`src/rtl/multicycle_control_if.sv`:
```
// multicycle_control_if -- bundle between the multicycle controller and its datapath.
//   Inputs to the controller : op[6:0], funct3[2:0], Zero, mem_ready
//   Outputs from controller  : ImmSrc[1:0], isLUI, PCWrite, IRWrite, RegWrite,
//                              MemWrite, AdrSrc, ALUSrcA[1:0], ALUSrcB[1:0],
//                              ResultSrc[1:0], ALUOp[1:0], illegal
//   modport slave  : the controller
//   modport master : the datapath / testbench side
interface multicycle_control_if;
    logic [6:0] op;
    logic [2:0] funct3;
    logic       Zero;
    logic       mem_ready;

    logic [1:0] ImmSrc;
    logic       isLUI;
    logic       PCWrite;
    logic       IRWrite;
    logic       RegWrite;
    logic       MemWrite;
    logic       AdrSrc;
    logic [1:0] ALUSrcA;
    logic [1:0] ALUSrcB;
    logic [1:0] ResultSrc;
    logic [1:0] ALUOp;
    logic       illegal;

    modport slave (
        input  op, funct3, Zero, mem_ready,
        output ImmSrc, isLUI, PCWrite, IRWrite, RegWrite, MemWrite, AdrSrc,
               ALUSrcA, ALUSrcB, ResultSrc, ALUOp, illegal
    );

    modport master (
        output op, funct3, Zero, mem_ready,
        input  ImmSrc, isLUI, PCWrite, IRWrite, RegWrite, MemWrite, AdrSrc,
               ALUSrcA, ALUSrcB, ResultSrc, ALUOp, illegal
    );
endinterface

```
`src/rtl/multicycle_control.sv`:
```
// multicycle_control -- main FSM of a multicycle RV32 subset core.
//   clk   : sole clock, rising edge
//   reset : synchronous, active-high; loads FETCH and masks all write enables
//   bus   : multicycle_control_if.slave (opcode/flags in, datapath controls out)
// Optional build macro CTRL_MEM_WAIT_EN: FETCH, MEMREAD and MEMWRITE stall until
// mem_ready=1, and their write strobes fire only in the ready cycle. Without it,
// mem_ready is ignored and every state lasts one cycle.
module multicycle_control (
    input  logic                 clk,
    input  logic                 reset,
    multicycle_control_if.slave  bus
);
    localparam logic [6:0] OP_LOAD   = 7'b0000011;
    localparam logic [6:0] OP_STORE  = 7'b0100011;
    localparam logic [6:0] OP_RTYPE  = 7'b0110011;
    localparam logic [6:0] OP_IALU   = 7'b0010011;
    localparam logic [6:0] OP_LUI    = 7'b0110111;
    localparam logic [6:0] OP_BRANCH = 7'b1100011;
    localparam logic [6:0] OP_JAL    = 7'b1101111;
    localparam logic [6:0] OP_JALR   = 7'b1100111;

    typedef enum logic [3:0] {
        S_FETCH, S_DECODE, S_MEMADR, S_MEMREAD, S_MEMWB, S_MEMWRITE,
        S_EXECR, S_EXECI, S_EXECL, S_ALUWB, S_BRANCH, S_JAL, S_JALR
    } state_t;

    // Per-state control word, registered alongside the state.
    // branch   : PCWrite comes from Zero/funct3 instead of pc_write
    // mem_wait : state talks to memory, strobes gated by mem_ready
    typedef struct packed {
        logic       pc_write;
        logic       ir_write;
        logic       reg_write;
        logic       mem_write;
        logic       adr_src;
        logic [1:0] alu_src_a;
        logic [1:0] alu_src_b;
        logic [1:0] result_src;
        logic [1:0] alu_op;
        logic       branch;
        logic       mem_wait;
    } ctl_t;

    function automatic ctl_t ctl_for(input state_t s);
        ctl_t c;
        c = '0;
        case (s)
            S_FETCH: begin
                c.ir_write = 1'b1; c.pc_write = 1'b1;
                c.alu_src_b = 2'b10; c.result_src = 2'b10; c.mem_wait = 1'b1;
            end
            S_DECODE:   begin c.alu_src_a = 2'b01; c.alu_src_b = 2'b01; end
            S_MEMADR:   begin c.alu_src_a = 2'b10; c.alu_src_b = 2'b01; end
            S_MEMREAD:  begin c.adr_src = 1'b1; c.mem_wait = 1'b1; end
            S_MEMWB:    begin c.result_src = 2'b01; c.reg_write = 1'b1; end
            S_MEMWRITE: begin c.adr_src = 1'b1; c.mem_write = 1'b1; c.mem_wait = 1'b1; end
            S_EXECR:    begin c.alu_src_a = 2'b10; c.alu_src_b = 2'b00; c.alu_op = 2'b10; end
            S_EXECI:    begin c.alu_src_a = 2'b10; c.alu_src_b = 2'b01; c.alu_op = 2'b10; end
            S_EXECL:    begin c.alu_src_a = 2'b11; c.alu_src_b = 2'b01; end
            S_ALUWB:    begin c.result_src = 2'b00; c.reg_write = 1'b1; end
            S_BRANCH: begin
                c.alu_src_a = 2'b10; c.alu_src_b = 2'b00; c.alu_op = 2'b01;
                c.branch = 1'b1;
            end
            S_JAL:  begin c.alu_src_a = 2'b01; c.alu_src_b = 2'b10; c.pc_write = 1'b1; end
            S_JALR: begin
                c.alu_src_a = 2'b10; c.alu_src_b = 2'b01; c.result_src = 2'b10;
                c.pc_write = 1'b1;
            end
            default: ;
        endcase
        return c;
    endfunction

    state_t state_q, state_d;
    ctl_t   ctl_q, ctl_d;
    logic   mem_ok;
    logic   op_known;
    logic   br_take;
    logic   gate;

`ifdef CTRL_MEM_WAIT_EN
    assign mem_ok = bus.mem_ready;
`else
    logic unused_mem_ready;
    assign unused_mem_ready = bus.mem_ready;
    assign mem_ok = 1'b1;
`endif

    always_comb begin
        op_known = 1'b1;
        case (bus.op)
            OP_LOAD, OP_STORE, OP_RTYPE, OP_IALU,
            OP_LUI, OP_BRANCH, OP_JAL, OP_JALR: op_known = 1'b1;
            default:                            op_known = 1'b0;
        endcase
    end

    always_comb begin
        state_d = S_FETCH;
        case (state_q)
            S_FETCH:  state_d = mem_ok ? S_DECODE : S_FETCH;
            S_DECODE: begin
                case (bus.op)
                    OP_LOAD, OP_STORE: state_d = S_MEMADR;
                    OP_RTYPE:          state_d = S_EXECR;
                    OP_IALU:           state_d = S_EXECI;
                    OP_LUI:            state_d = S_EXECL;
                    OP_BRANCH:         state_d = S_BRANCH;
                    OP_JAL:            state_d = S_JAL;
                    OP_JALR:           state_d = S_JALR;
                    default:           state_d = S_FETCH;
                endcase
            end
            S_MEMADR:   state_d = (bus.op == OP_STORE) ? S_MEMWRITE : S_MEMREAD;
            S_MEMREAD:  state_d = mem_ok ? S_MEMWB : S_MEMREAD;
            S_MEMWB:    state_d = S_FETCH;
            S_MEMWRITE: state_d = mem_ok ? S_FETCH : S_MEMWRITE;
            S_EXECR, S_EXECI, S_EXECL: state_d = S_ALUWB;
            S_ALUWB:    state_d = S_FETCH;
            S_BRANCH:   state_d = S_FETCH;
            S_JAL, S_JALR: state_d = S_ALUWB;
            default:    state_d = S_FETCH;
        endcase
        ctl_d = ctl_for(state_d);
    end

    always_ff @(posedge clk) begin
        if (reset) begin
            state_q <= S_FETCH;
            ctl_q   <= ctl_for(S_FETCH);
        end else begin
            state_q <= state_d;
            ctl_q   <= ctl_d;
        end
    end

    // Only BEQ/BNE are supported; other funct3 never redirect the PC.
    assign br_take = ((bus.funct3 == 3'b000) &&  bus.Zero) ||
                     ((bus.funct3 == 3'b001) && !bus.Zero);
    assign gate    = !ctl_q.mem_wait || mem_ok;

    // Write strobes and illegal are masked combinationally by reset so they
    // stay low in the reset cycle whatever state the FSM happens to be in.
    assign bus.PCWrite  = !reset && (ctl_q.branch ? br_take : (ctl_q.pc_write && gate));
    assign bus.IRWrite  = !reset && ctl_q.ir_write && gate;
    assign bus.MemWrite = !reset && ctl_q.mem_write && gate;
    assign bus.RegWrite = !reset && ctl_q.reg_write;
    assign bus.illegal  = !reset && (state_q == S_DECODE) && !op_known;

    assign bus.AdrSrc    = ctl_q.adr_src;
    assign bus.ALUSrcA   = ctl_q.alu_src_a;
    assign bus.ALUSrcB   = ctl_q.alu_src_b;
    assign bus.ResultSrc = ctl_q.result_src;
    assign bus.ALUOp     = ctl_q.alu_op;

    // Immediate type follows the opcode in every state.
    always_comb begin
        bus.ImmSrc = 2'b00;
        bus.isLUI  = 1'b0;
        case (bus.op)
            OP_STORE:  bus.ImmSrc = 2'b01;
            OP_BRANCH: bus.ImmSrc = 2'b10;
            OP_JAL:    bus.ImmSrc = 2'b11;
            OP_LUI:    bus.isLUI  = 1'b1;
            default:   bus.ImmSrc = 2'b00;
        endcase
    end
endmodule

```
`src/flat_wrapper.sv`:
```
// flat-port wrapper written by rule: the top's interface ports become plain ports
module multicycle_control_flat 
  (clk, reset, bus_op, bus_funct3, bus_Zero, bus_mem_ready, bus_ImmSrc, bus_isLUI, bus_PCWrite, bus_IRWrite, bus_RegWrite, bus_MemWrite, bus_AdrSrc, bus_ALUSrcA, bus_ALUSrcB, bus_ResultSrc, bus_ALUOp, bus_illegal);
  multicycle_control_if bus_i ();
  input  logic clk;
  input  logic reset;
  input wire logic [$bits(bus_i.op)-1:0] bus_op;
  input wire logic [$bits(bus_i.funct3)-1:0] bus_funct3;
  input wire logic [$bits(bus_i.Zero)-1:0] bus_Zero;
  input wire logic [$bits(bus_i.mem_ready)-1:0] bus_mem_ready;
  output wire logic [$bits(bus_i.ImmSrc)-1:0] bus_ImmSrc;
  output wire logic [$bits(bus_i.isLUI)-1:0] bus_isLUI;
  output wire logic [$bits(bus_i.PCWrite)-1:0] bus_PCWrite;
  output wire logic [$bits(bus_i.IRWrite)-1:0] bus_IRWrite;
  output wire logic [$bits(bus_i.RegWrite)-1:0] bus_RegWrite;
  output wire logic [$bits(bus_i.MemWrite)-1:0] bus_MemWrite;
  output wire logic [$bits(bus_i.AdrSrc)-1:0] bus_AdrSrc;
  output wire logic [$bits(bus_i.ALUSrcA)-1:0] bus_ALUSrcA;
  output wire logic [$bits(bus_i.ALUSrcB)-1:0] bus_ALUSrcB;
  output wire logic [$bits(bus_i.ResultSrc)-1:0] bus_ResultSrc;
  output wire logic [$bits(bus_i.ALUOp)-1:0] bus_ALUOp;
  output wire logic [$bits(bus_i.illegal)-1:0] bus_illegal;
  assign bus_i.op = bus_op;
  assign bus_i.funct3 = bus_funct3;
  assign bus_i.Zero = bus_Zero;
  assign bus_i.mem_ready = bus_mem_ready;
  assign bus_ImmSrc = bus_i.ImmSrc;
  assign bus_isLUI = bus_i.isLUI;
  assign bus_PCWrite = bus_i.PCWrite;
  assign bus_IRWrite = bus_i.IRWrite;
  assign bus_RegWrite = bus_i.RegWrite;
  assign bus_MemWrite = bus_i.MemWrite;
  assign bus_AdrSrc = bus_i.AdrSrc;
  assign bus_ALUSrcA = bus_i.ALUSrcA;
  assign bus_ALUSrcB = bus_i.ALUSrcB;
  assign bus_ResultSrc = bus_i.ResultSrc;
  assign bus_ALUOp = bus_i.ALUOp;
  assign bus_illegal = bus_i.illegal;
  multicycle_control u_core (.clk(clk), .reset(reset), .bus(bus_i));
endmodule
```
`config.mk`:
```
export PLATFORM = sky130hd
export DESIGN_NAME = multicycle_control_flat
export DESIGN_NICKNAME = d
export VERILOG_FILES = /design/src/rtl/multicycle_control_if.sv /design/src/rtl/multicycle_control.sv /design/src/flat_wrapper.sv
export SDC_FILE = /design/constraint.sdc
export NUM_CORES = 1
export LEC_CHECK = 0
export CORE_ASPECT_RATIO = 2
export CORE_MARGIN = 2
export CORE_UTILIZATION = 25
export DETAILED_ROUTE_END_ITERATION = 10
export MAX_ROUTING_LAYER = met4
export PLACE_DENSITY_LB_ADDON = 0.05
export SYNTH_ARGS = -nofsm -noshare
export SYNTH_HDL_FRONTEND = slang
export SYNTH_SLANG_ARGS = --single-unit
```
`constraint.sdc`:
```
create_clock -name clk -period 2.45 [get_ports clk]
set_input_delay 0.245 -clock clk [delete_from_list [all_inputs] [get_ports clk]]
set_output_delay 0.245 -clock clk [all_outputs]
set_load 0.03 [all_outputs]
```
; ---- Word-level counts from Yosys, hierarchy flattened
; Cells that the tools add are included.
[word_totals]
in_bits = 14
register_bits = 18
[op_classes]
n_reduce_logical = 27
eq_ne = 29
n_mux = 17
[ops]
columns = op, count
row1 = "4-bit equality test, second input constant", 8
row2 = 4-bit case mux with 7 select lines, 1
row3 = "4-bit by 3-bit equality test with 1-bit output, second input constant", 6
row4 = "7-bit by 6-bit equality test with 1-bit output, second input constant", 3
row5 = "7-bit equality test, second input constant", 3
row6 = 4-bit case mux with 5 select lines, 1
row7 = "4-bit by 2-bit equality test with 1-bit output, second input constant", 4
row8 = 5-bit OR reduction, 3
row9 = 2-bit OR reduction, 7
row10 = 2-bit case mux with 2 select lines, 3
row11 = 2-bit case mux with 3 select lines, 2
row12 = 1-bit 2-to-1 mux, 9
row13 = "4-bit by 1-bit equality test with 1-bit output, second input constant", 2
row14 = 1-bit logical AND, 8
row15 = 4-bit zero test, 2
row16 = 8-bit OR reduction, 1
row17 = "7-bit by 2-bit equality test with 1-bit output, second input constant", 1
row18 = "7-bit by 5-bit equality test with 1-bit output, second input constant", 1
row19 = "3-bit by 1-bit equality test with 1-bit output, second input constant", 1
row20 = 1-bit zero test, 3
row21 = 3-bit zero test, 1
row22 = 3-bit 2-to-1 mux, 1
row23 = 3-bit OR reduction, 1
row24 = 1-bit logical OR, 1

; ---- Longest topological paths before layout
[depth]
ltp_word = 7
ltp_mapped = 7
mapped_depth_nobuf = 6

; ---- Worst setup path after synthesis
; Ideal clock, no wire load.
[synth_timing]
path_kind = reg2reg
startpoint = register u_core.state_q[0]
endpoint = register u_core.ctl_q[14] in the netlist's numbering
setup_slack_ns = 0.309
period_less_slack_ns = 2.141
stages_incl_launch_ff = 7
setup_time_ns = 0.135
arrival_time_ns = 2.006
required_time_ns = 2.315
path_cell_list = dfxtp_1 buf_6 or4b_4 o211a_4 a31o_4 and3_4 or4_4
[synth_between]
elab_chain_cells = 6
elab_cells_between_ends = 16
[synth_lines]
columns = item, line
row1 = start: declaration, multicycle_control.sv:75  ; state_t state_q, state_d;
row2 = start signal: assignment, multicycle_control.sv:133  ; state_q <= state_d;
row3 = 4-bit by 3-bit equality test with 1-bit output or 4-bit equality test (tied branches), multicycle_control.sv:101  ; case (state_q)
row4 = 5-bit OR reduction (no source line), -
row5 = 4-bit case mux with 5 select lines *, multicycle_control.sv:101
row6 = 4-bit equality test or 4-bit zero test (tied branches), multicycle_control.sv:47  ; case (s)
row7 = 3-bit OR reduction (no source line) *, -
row8 = 1-bit 2-to-1 mux *, multicycle_control.sv:47
row9 = end signal: assignment, multicycle_control.sv:131  ; ctl_q <= ctl_for(S_FETCH);
row10 = end signal: assignment, multicycle_control.sv:134  ; ctl_q <= ctl_d;
row11 = end: declaration, multicycle_control.sv:76  ; ctl_t ctl_q, ctl_d;
; Every way passes the cells marked *; elsewhere a longest branch is shown, timed or not.
; A chain may end at the register's enable or synchronous reset.

; ---- Final worst setup path
[layout_timing]
startpoint = register u_core.state_q[1]
endpoint = register u_core.ctl_q[14] in the netlist's numbering
; The elaborated chain is that of the path after synthesis.

==> flow_summary.toml <==
[final_layout]
regArea_um2 = 340
n_antenna_cell = 0
fin_nets = 179
drive_gt1_share_pct = 28.0
syn_to_final_growth_pct = 46.9
multi_input_area_um2 = 608
final_area_mm2 = 0.00153
final_util_pct = 37.8
fill_cells = 464

[worst_setup_path]
crit_buf_inv = 0
r2r-start = "u_core.state_q[1]"
crit_path_top_delay_cell = "or4b_4"
critical_path.max_stage_delay_ns = 0.60
path_delay_family = "simple AND/OR/NAND/NOR gates"
critPathRequiredTime_ns = 2.57
crit_type = "reg2reg"
crit-reg2reg-capture = "u_core.ctl_q[14]"
ff2ff_setup_slack_ns = 0.14
worstRegToRegCells = 6
critical_path.cell_chain = "or4b_4 > nor3_1 > a211o_2 > a211oi_1 > and3_4 > or4_4"
path_max_fanout = 5
crit_path_start_kind = "flop"
end_kind = "flop"
crit_arrival_ns = 2.44

[die]
initial_core_util_pct = 25.8
dieHeight_um = 95.3
core.rowCount = 33
die_area_mm2 = 0.00473
die_w_um = 49.7
core-area_mm2 = 0.00405
io_pins = 31

[yosys]
syn-num-nets = 134
syn_area_mm2 = 0.00104
synth_top_area_share_pct = 32.7
async_flop_share_pct = 0
netlist_top_cells_area = "dfxtp_1, buf_4, nor3_1"
synth.most_common_cell = "dfxtp_1"
yosys_warnings = 0
yosys.area.top_type = "dfxtp_1"
synth_commonest_cells = "dfxtp_1, nor2_1, nor3_1"
synthCells = 120
ys.flop_type = "dfxtp_1"
synth_enable_flop_cells = 0
ys_types = 47
avgSynthCellArea_um2 = 8.69
ys_ff_latch = 17
seq_area_frac_synth_pct = 32.7

[drt]
drtIter0Drc = 15
firstDrtPassIters = 4
ant_nets = 0
drt_wl_total_mm = 2.99
num_vias = 1043
detail_route.wl_per_cell_um = 13.8
drc_errors = 0
vias_per_cell = 4.83

[clock_network]
clkSinkCount = 17
cts_setup_buffers = 0
cts.path.max_buffers = 2
clk_latency_ns = 0.25
cts_tree = "yes"
h-tree-depth = 1
ctsResizeCount = 0
cts_hold_buf = 0
clock-root-buffer = "clkbuf_8"
path_clk_slew_ns = 0.07
cts_buffers = 3

[power]
power_density_mw_per_mm2 = 439
leakagePower_nw = 0.641
vdd_ir_drop_max_v = 0.000173
power_mw = 0.673

[timing]
fin_skew_ns = 0.00955
clock.fmax_mhz = 433
drv_slew = 0
rsz0062_at_grt = "no"
tns_ns = 0
finalCritPeriodShare_pct = 94.3
setup_viol = 0
relSlewSlack_pct = 71.8
finalHoldViolations = 0
tightest_slew_ns = 0.421
final.min_clock_period_ns = 2.31
whs_ns = 0.570

[global_routing]
antenna_found_initial = 0
grt_max_degree = 12
grt_pass1_vias = 1006
grt_pass1_wl_mm = 4.58
overflow = 0
grt_usage_pct = 13.7

[placed_design]
io_buffers = 29
dpl-instance-area_mm2 = 0.00148
dp_hpwl_mm = 2.52
routabilityCongestion = 0.906

[min_path]
min_path_type = "reg2reg"
whs_endpoint = "u_core.bus.AdrSrc"
hold_path_startpoint = "u_core.state_q[0]"
holdPathStages = 2

[run_status]
status = "finished, final reports clean"

[job]
drv_cap = 0
[cells in the final DEF, fill, tap and decap left out, drive strengths merged, types with 3 or more instances in the layout]
master and count:
clkdlybuf4s50 26, buf 24, dfxtp 17, nor2 11, nor3 11, nand2 8, nor2b 6, a21oi 5
and3 5, o21ai 4, nand4b 3, clkbuf 3, or3 3
[where the power goes]
group          total [mW]  internal [mW]  switching, mW
Sequential          0.292          0.288        0.00384
Combinational       0.170         0.0892         0.0804
Clock               0.211          0.114         0.0969
Total               0.673          0.491          0.181
[tightest hold or removal path: cells and delay by family, from the launching register on]
| family | cells | cell delay [ns] |
|---|---|---|
| flip-flops | 1 | 0.35 |
| AND/OR/NAND/NOR | 2 | 0.18 |
[metal layers]
metal  vias to the layer above  track usage (%)  wire (um)
li1                        517                -          -
met1                       481             10.3        859
met2                        39             27.9       1830
met3                         6             2.04        168
met4                         0             9.49        125
met5                         -                -          0
[worst max path at each step]
stage | slack (ns) | from | endpoint | cells after the start
2_1_floorplan | 0.31 | u_core.state_q[0] | u_core.ctl_q[14] | 6
3_3_place_gp | -0.21 | bus_op[6] | u_core.ctl_q[14] | 8
3_5_place_dp | -0.21 | bus_op[6] | u_core.ctl_q[14] | 8
4_1_cts | 0.05 | bus_op[4] | bus_ImmSrc[1] | 5
5_1_grt | 0.005 | bus_op[4] | u_core.ctl_q[12] | 8
6_report | 0.14 | u_core.state_q[1] | u_core.ctl_q[14] | 6
[final cells by class]
type                    instances  share of cell area (%)
clock inverters                 1                   0.490
flip-flops and latches         17                    22.2
inverters                       1                   0.245
clock buffers                   3                    2.70
well taps                      52                    4.25
repair buffers                 52                    30.4
multi-input cells              90                    39.7
[kinds of logic after synthesis]
kind of cell              count (synthesis)  share of synthesized area [%]
AOI/OAI and AO/OA                        21                           15.1
xor gates and xnor gates                  2                           1.68
buffers and inverters                    13                           9.00
DFF                                      17                           32.7
muxes                                     2                           2.04
and+or+nand+nor                          65                           39.5
[metrics by stage]
| step | cells | setup slack, ns |
|---|---|---|
| detailed placement | 212 | -0.215 |
| finish | 216 | 0.138 |
| CTS | 216 | 0.0465 |
| global route | 216 | 0.00523 |
| global placement | 212 | -0.212 |
| floorplan | 120 | 0.309 |
[flip-flops by register name, indices dropped and copies added, names as in the netlist]
signal and flops:
u_core.bus.ResultSrc 2, u_core.bus.AdrSrc 1, u_core.state_q 4, u_core.bus.ALUOp 2, u_core.bus.ALUSrcB 2, u_core.bus.ALUSrcA 2, u_core.ctl_q 4
Note: power is estimated with default switching activity, not from simulation.
